[src/rtl/oserdes_pkg.sv]
// Shared constants and types for the bonded multi-lane serializer.
package oserdes_pkg;

    localparam int unsigned MIN_WIDTH = 3;
    localparam int unsigned MAX_WIDTH = 10;

    function automatic int unsigned cnt_width(input int unsigned data_width);
        return $clog2(data_width);
    endfunction

    // Sized for the widest legal word so one type serves every configuration.
    typedef logic [$clog2(MAX_WIDTH)-1:0] cnt_t;

    typedef enum logic {
        ShiftLsbFirst,
        ShiftMsbFirst
    } shift_dir_e;

endpackage

[src/rtl/oserdes_lane.sv]
// One serializer lane: holding register plus shift register, driven by shared strobes.
module oserdes_lane
    import oserdes_pkg::*;
#(
    parameter int unsigned DATA_WIDTH = 4,
    parameter shift_dir_e  Dir        = ShiftLsbFirst
) (
    input  logic                  clk_in,
    input  logic                  reset,
    input  logic                  boundary_i,
    input  logic                  load_i,
    input  logic                  hold_valid_i,
    input  logic [DATA_WIDTH-1:0] data_i,
    output logic                  bit_o
);

    logic [DATA_WIDTH-1:0] shift_q, shift_d;
    logic [DATA_WIDTH-1:0] hold_q, hold_d;

    always_comb begin
        shift_d = shift_q;
        hold_d  = hold_q;
        if (boundary_i) begin
            // A word presented on the boundary bypasses the holding register.
            if (load_i) begin
                shift_d = data_i;
            end else if (hold_valid_i) begin
                shift_d = hold_q;
            end else begin
                shift_d = '0;
            end
        end else begin
            shift_d = (Dir == ShiftLsbFirst) ? (shift_q >> 1) : (shift_q << 1);
            if (load_i) begin
                hold_d = data_i;
            end
        end
    end

    always_ff @(posedge clk_in or negedge reset) begin
        if (!reset) begin
            shift_q <= '0;
            hold_q  <= '0;
        end else begin
            shift_q <= shift_d;
            hold_q  <= hold_d;
        end
    end

    assign bit_o = (Dir == ShiftLsbFirst) ? shift_q[0] : shift_q[DATA_WIDTH-1];

endmodule

[src/rtl/oserdes_bonded_multi.sv]
// Multi-lane bonded serializer: shared bit counter, bond-sync realignment, hold/flag control.
module oserdes_bonded_multi
    import oserdes_pkg::*;
#(
    parameter int unsigned DATA_WIDTH = 4,
    parameter int unsigned NUM_CH     = 2,
    parameter bit          MSB_FIRST  = 1'b0
) (
    input  logic                         clk_in,
    input  logic                         reset,
    input  logic [NUM_CH*DATA_WIDTH-1:0] data_in,
    input  logic                         load_word,
    input  logic                         channel_bond_sync_in,
    output logic [NUM_CH-1:0]            data_out,
    output logic                         oe_out,
    output logic                         channel_bond_sync_out,
    output logic                         word_ready,
    output logic                         underrun,
    output logic                         overflow
);

    localparam cnt_t       LastCnt = cnt_t'(DATA_WIDTH - 1);
    localparam shift_dir_e Dir     = MSB_FIRST ? ShiftMsbFirst : ShiftLsbFirst;

    if (DATA_WIDTH < MIN_WIDTH || DATA_WIDTH > MAX_WIDTH) begin : g_bad_width
        $error("oserdes_bonded_multi: DATA_WIDTH out of range");
    end
    if (NUM_CH < 1 || NUM_CH > 16) begin : g_bad_ch
        $error("oserdes_bonded_multi: NUM_CH out of range");
    end

    cnt_t cnt_q, cnt_d;
    logic sync_q, sync_d;
    logic hold_valid_q, hold_valid_d;
    logic oe_q, oe_d;
    logic sync_out_q, sync_out_d;
    logic underrun_q, underrun_d;
    logic overflow_q, overflow_d;
    logic boundary;

    // Counter wrap and a bond-sync rising edge collapse into one boundary.
    assign boundary = (cnt_q == LastCnt) || (channel_bond_sync_in && !sync_q);

    always_comb begin
        cnt_d        = cnt_q;
        sync_d       = channel_bond_sync_in;
        hold_valid_d = hold_valid_q;
        oe_d         = oe_q;
        sync_out_d   = 1'b0;
        underrun_d   = 1'b0;
        overflow_d   = 1'b0;
        if (boundary) begin
            cnt_d        = '0;
            hold_valid_d = 1'b0;
            oe_d         = load_word || hold_valid_q;
            underrun_d   = !(load_word || hold_valid_q);
            sync_out_d   = channel_bond_sync_in;
        end else begin
            cnt_d      = cnt_q + cnt_t'(1);
            overflow_d = load_word && hold_valid_q;
            if (load_word) begin
                hold_valid_d = 1'b1;
            end
        end
    end

    always_ff @(posedge clk_in or negedge reset) begin
        if (!reset) begin
            cnt_q        <= LastCnt;
            sync_q       <= 1'b0;
            hold_valid_q <= 1'b0;
            oe_q         <= 1'b0;
            sync_out_q   <= 1'b0;
            underrun_q   <= 1'b0;
            overflow_q   <= 1'b0;
        end else begin
            cnt_q        <= cnt_d;
            sync_q       <= sync_d;
            hold_valid_q <= hold_valid_d;
            oe_q         <= oe_d;
            sync_out_q   <= sync_out_d;
            underrun_q   <= underrun_d;
            overflow_q   <= overflow_d;
        end
    end

    for (genvar c = 0; c < NUM_CH; c++) begin : g_lane
        oserdes_lane #(
            .DATA_WIDTH(DATA_WIDTH),
            .Dir       (Dir)
        ) u_lane (
            .clk_in      (clk_in),
            .reset       (reset),
            .boundary_i  (boundary),
            .load_i      (load_word),
            .hold_valid_i(hold_valid_q),
            .data_i      (data_in[c*DATA_WIDTH +: DATA_WIDTH]),
            .bit_o       (data_out[c])
        );
    end

    assign oe_out                = oe_q;
    assign channel_bond_sync_out = sync_out_q;
    assign word_ready            = !hold_valid_q;
    assign underrun              = underrun_q;
    assign overflow              = overflow_q;

endmodule

[config.mk]
export PLATFORM = sky130hd
export DESIGN_NAME = oserdes_bonded_multi
export DESIGN_NICKNAME = d
export VERILOG_FILES = /design/src/rtl/oserdes_pkg.sv /design/src/rtl/oserdes_lane.sv /design/src/rtl/oserdes_bonded_multi.sv
export SDC_FILE = /design/constraint.sdc
export NUM_CORES = 1
export LEC_CHECK = 0
export CELL_PAD_IN_SITES_DETAIL_PLACEMENT = 1
export CELL_PAD_IN_SITES_GLOBAL_PLACEMENT = 2
export CORE_MARGIN = 4
export CORE_UTILIZATION = 37
export DETAILED_ROUTE_END_ITERATION = 16
export PLACE_DENSITY_LB_ADDON = 0.3
export SLEW_MARGIN = 5
export SYNTH_ARGS = -nofsm -noshare
export SYNTH_HDL_FRONTEND = slang
export SYNTH_SLANG_ARGS = --single-unit
[constraint.sdc]
create_clock -name clk_in -period 3.3 [get_ports clk_in]
set_clock_uncertainty 0.1 [all_clocks]
set_input_delay 0.66 -clock clk_in [delete_from_list [all_inputs] [get_ports clk_in]]
set_output_delay 0.66 -clock clk_in [all_outputs]
set_load 0.02 [all_outputs]
==> impl_metrics.toml <==
[global_route]
grt_max_degree = 27
grt_antenna_before_repair = 0
grtUsageTotal = 0.121
grt_pass1_vias = 717
overflow = 0
grt_pass1_wl_um = 3350

[timing]
max_slew.worst_pin.slew_ns = 0.546
setup_violations = 0
fin_setup_tns_ns = 0
period_needed_ns = 2.20
fin_crit_sh = 0.666
hold_slack_ns = 0.399
final.setup.worst_slack_ns = 1.10
rsz0062_at_grt = "false"
drv_slew = 0
max_clock_freq_mhz = 455
slew_headroom = 0.635
timing.final.hold_violations = 0

[yosys]
synth.top_cell.area_share = 0.556
synthFlopType = "dfrtp_1"
synth.most_common_cell = "dfrtp_1"
ys_ff_latch = 26
yosysUniqueCellTypes = 27
ys_async_sr_fraction = 1.00
synth_warnings = 0
synth_largest_area_cell = "dfrtp_1"
synthCells = 78
synth.avg_cell_area_um2 = 13.9
ys_seq_area_frac = 0.604
synth_area_um2 = 1080
synthTopCellsByCount = "dfrtp_1, mux2_2, a22o_1"
synthTopCellsByArea = "dfrtp_1, mux2_2, dfstp_2"
synth_edf_count = 0
syn_nets = 91

[die]
core_area_um2 = 2780
die_area_um2 = 3850
die_x_um = 62.1
die_h_um = 62.1
initial_core_util = 0.389
std_cell_rows = 19
io_pins = 19

[cts]
clk_path_buf_depth = 2
cts_tree = "built"
cts_resized = 0
clk-insertion-delay-late_ns = 0.31
cts_sinks = 26
clkSlewWorstSetupHoldPaths_ns = 0.14
htreeDepth = 1
post_cts_buffers = 0
ctsRootBufferMaster = "clkbuf_4"
cts_made_buffers = 3
hold_buffers = 0

[drt]
antenna_left = 0
first_iter_violations = 2
vias_per_cell = 5.17
firstDrtPassIters = 4
num_vias = 657
wirelength_um = 1910
wl_per_cell_um = 15.1
drc = 0

[place]
placed_area_um2 = 1270
place_congestion = 0.712
place_ws_ns = 0.898
io_buffers = 18
dp_hpwl_um = 1360

[critical_path]
critPathBufInv = 2
cp.required_ns = 2.54
worstSetupPathType = "reg2out"
max_stage_delay_ns = 0.60
crit_family = "buffers and inverters"
slowest_stage = "clkdlybuf4s50_1"
path_max_fanout = 5
startpoint_type = "flop"
r2r_slack_ns = 1.36
cp-end-kind = "primary output"
critical_path.cell_chain = "inv_1 > clkdlybuf4s50_1"
cp.arrival_ns = 1.44

[flow_run]
maxCapViolations = 0

[layout]
antenna_cells = 0
multiInputGateArea_um2 = 387
final_cell_area_um2 = 1310
post_route_cells_drive_above_1_share = 0.250
regArea_um2 = 653
fillers = 300
utilization = 0.471
area_growth_pct = 21.2
finalNetCount = 110

[worst_hold_path]
worstHoldPathType = "reg2reg"

[outcome]
outcome = "finished, final reports clean"

[power_and_ir_drop]
ir_drop_mv = 0.330
p_per_area_nw_per_um2 = 727
leakagePower_nw = 0.606
## layout by cell type, fill, tap and decap left out
master           synthesis  final
and2_4                   1      1
o21ai_0                  1      1
nor2_1                   4      4
clkbuf_8                 0      1
inv_1                    2      2
clkbuf_4                 0      3
mux2_2                  11     11
and2b_1                  1      1
dfstp_2                  2      2
xnor2_1                  1      1
and3_1                   2      2
ha_1                     1      1
dfrtp_1                 24     24
mux2i_1                  1      1
nor2b_1                  3      3
nand3_2                  1      1
mux2_4                   3      3
nand2b_1                 1      1
a22oi_1                  2      2
xor2_1                   1      1
buf_4                    2      1
clkdlybuf4s50_1          0     18
or3b_4                   1      1
nand2_1                  2      2
and2_1                   1      1
nand3_1                  1      1
a22o_1                   5      5
nor3_1                   1      1
## kinds of logic (layout without fill, tap and decap cells)
family / count (synthesis) / after routing / synth area share
buffers and inverters: 7 / 25 / 0.0382
and+or+nand+nor: 19 / 19 / 0.105
xor gates and xnor gates: 2 / 2 / 0.0162
AOI/OAI and AO/OA: 8 / 8 / 0.0590
adders and majority gates: 1 / 1 / 0.0116
muxes: 15 / 15 / 0.166
DFF: 26 / 26 / 0.604
## registers in the layout (all words and copies together), names as in the netlist
name	count
channel_bond_sync_out	1
cnt_q	4
g_lane.u_lane.hold_q	8
g_lane.u_lane.shift_q	8
hold_valid_q	1
oe_out	1
overflow	1
sync_q	1
underrun	1
## through the flow
stage          power (W)  cells
6_report        0.000952    127
5_1_grt          0.00103    127
4_1_cts         0.000974    127
3_5_place_dp    0.000809    123
3_3_place_gp    0.000794    123
2_1_floorplan   0.000708     78
## per-layer routing
metal / track usage / wire [µm] / vias to the layer above
met5: 0 / 0 / -
met4: 0.0545 / 16 / 0
met3: 0.0269 / 90 / 2
met2: 0.189 / 973 / 10
met1: 0.159 / 833 / 341
li1: - / - / 304
## final timing paths
| check | start | to | cells after the start |
|---|---|---|---|
| max | hold_valid_q$_DFFE_PN0P_ | word_ready | 2 |
| max reg2reg | cnt_q[0]$_DFF_PN1_ | g_lane[0].u_lane.hold_q[0]$_DFFE_PN0P_ | 4 |
| min reg2reg | g_lane[1].u_lane.shift_q[3]$_DFF_PN0_ | g_lane[1].u_lane.shift_q[2]$_DFF_PN0_ | 1 |
| max in group asynchronous | reset | cnt_q[1]$_DFF_PN1_ | 2 |
| min in group asynchronous | reset | channel_bond_sync_out$_DFF_PN0_ | 2 |
| min | g_lane[1].u_lane.shift_q[3]$_DFF_PN0_ | g_lane[1].u_lane.shift_q[2]$_DFF_PN0_ | 1 |
## power by group
part / leakage (nW) / total (W) / switching [W] / internal [W]
clock: 0.0210 / 0.000158 / 0.0000909 / 0.0000673
combinational: 0.265 / 0.000320 / 0.000140 / 0.000180
sequential: 0.320 / 0.000473 / 0.0000470 / 0.000426
total: 0.606 / 0.000952 / 0.000278 / 0.000674
## cell type report
class,instances,share of cell area
Timing Repair Buffer,19,0.143
Clock buffer,4,0.0277
Tap cell,31,0.0296
Sequential cell,26,0.499
Multi-Input combinational cell,45,0.295
Inverter,2,0.00573
Power figures use the tool's default switching activity.
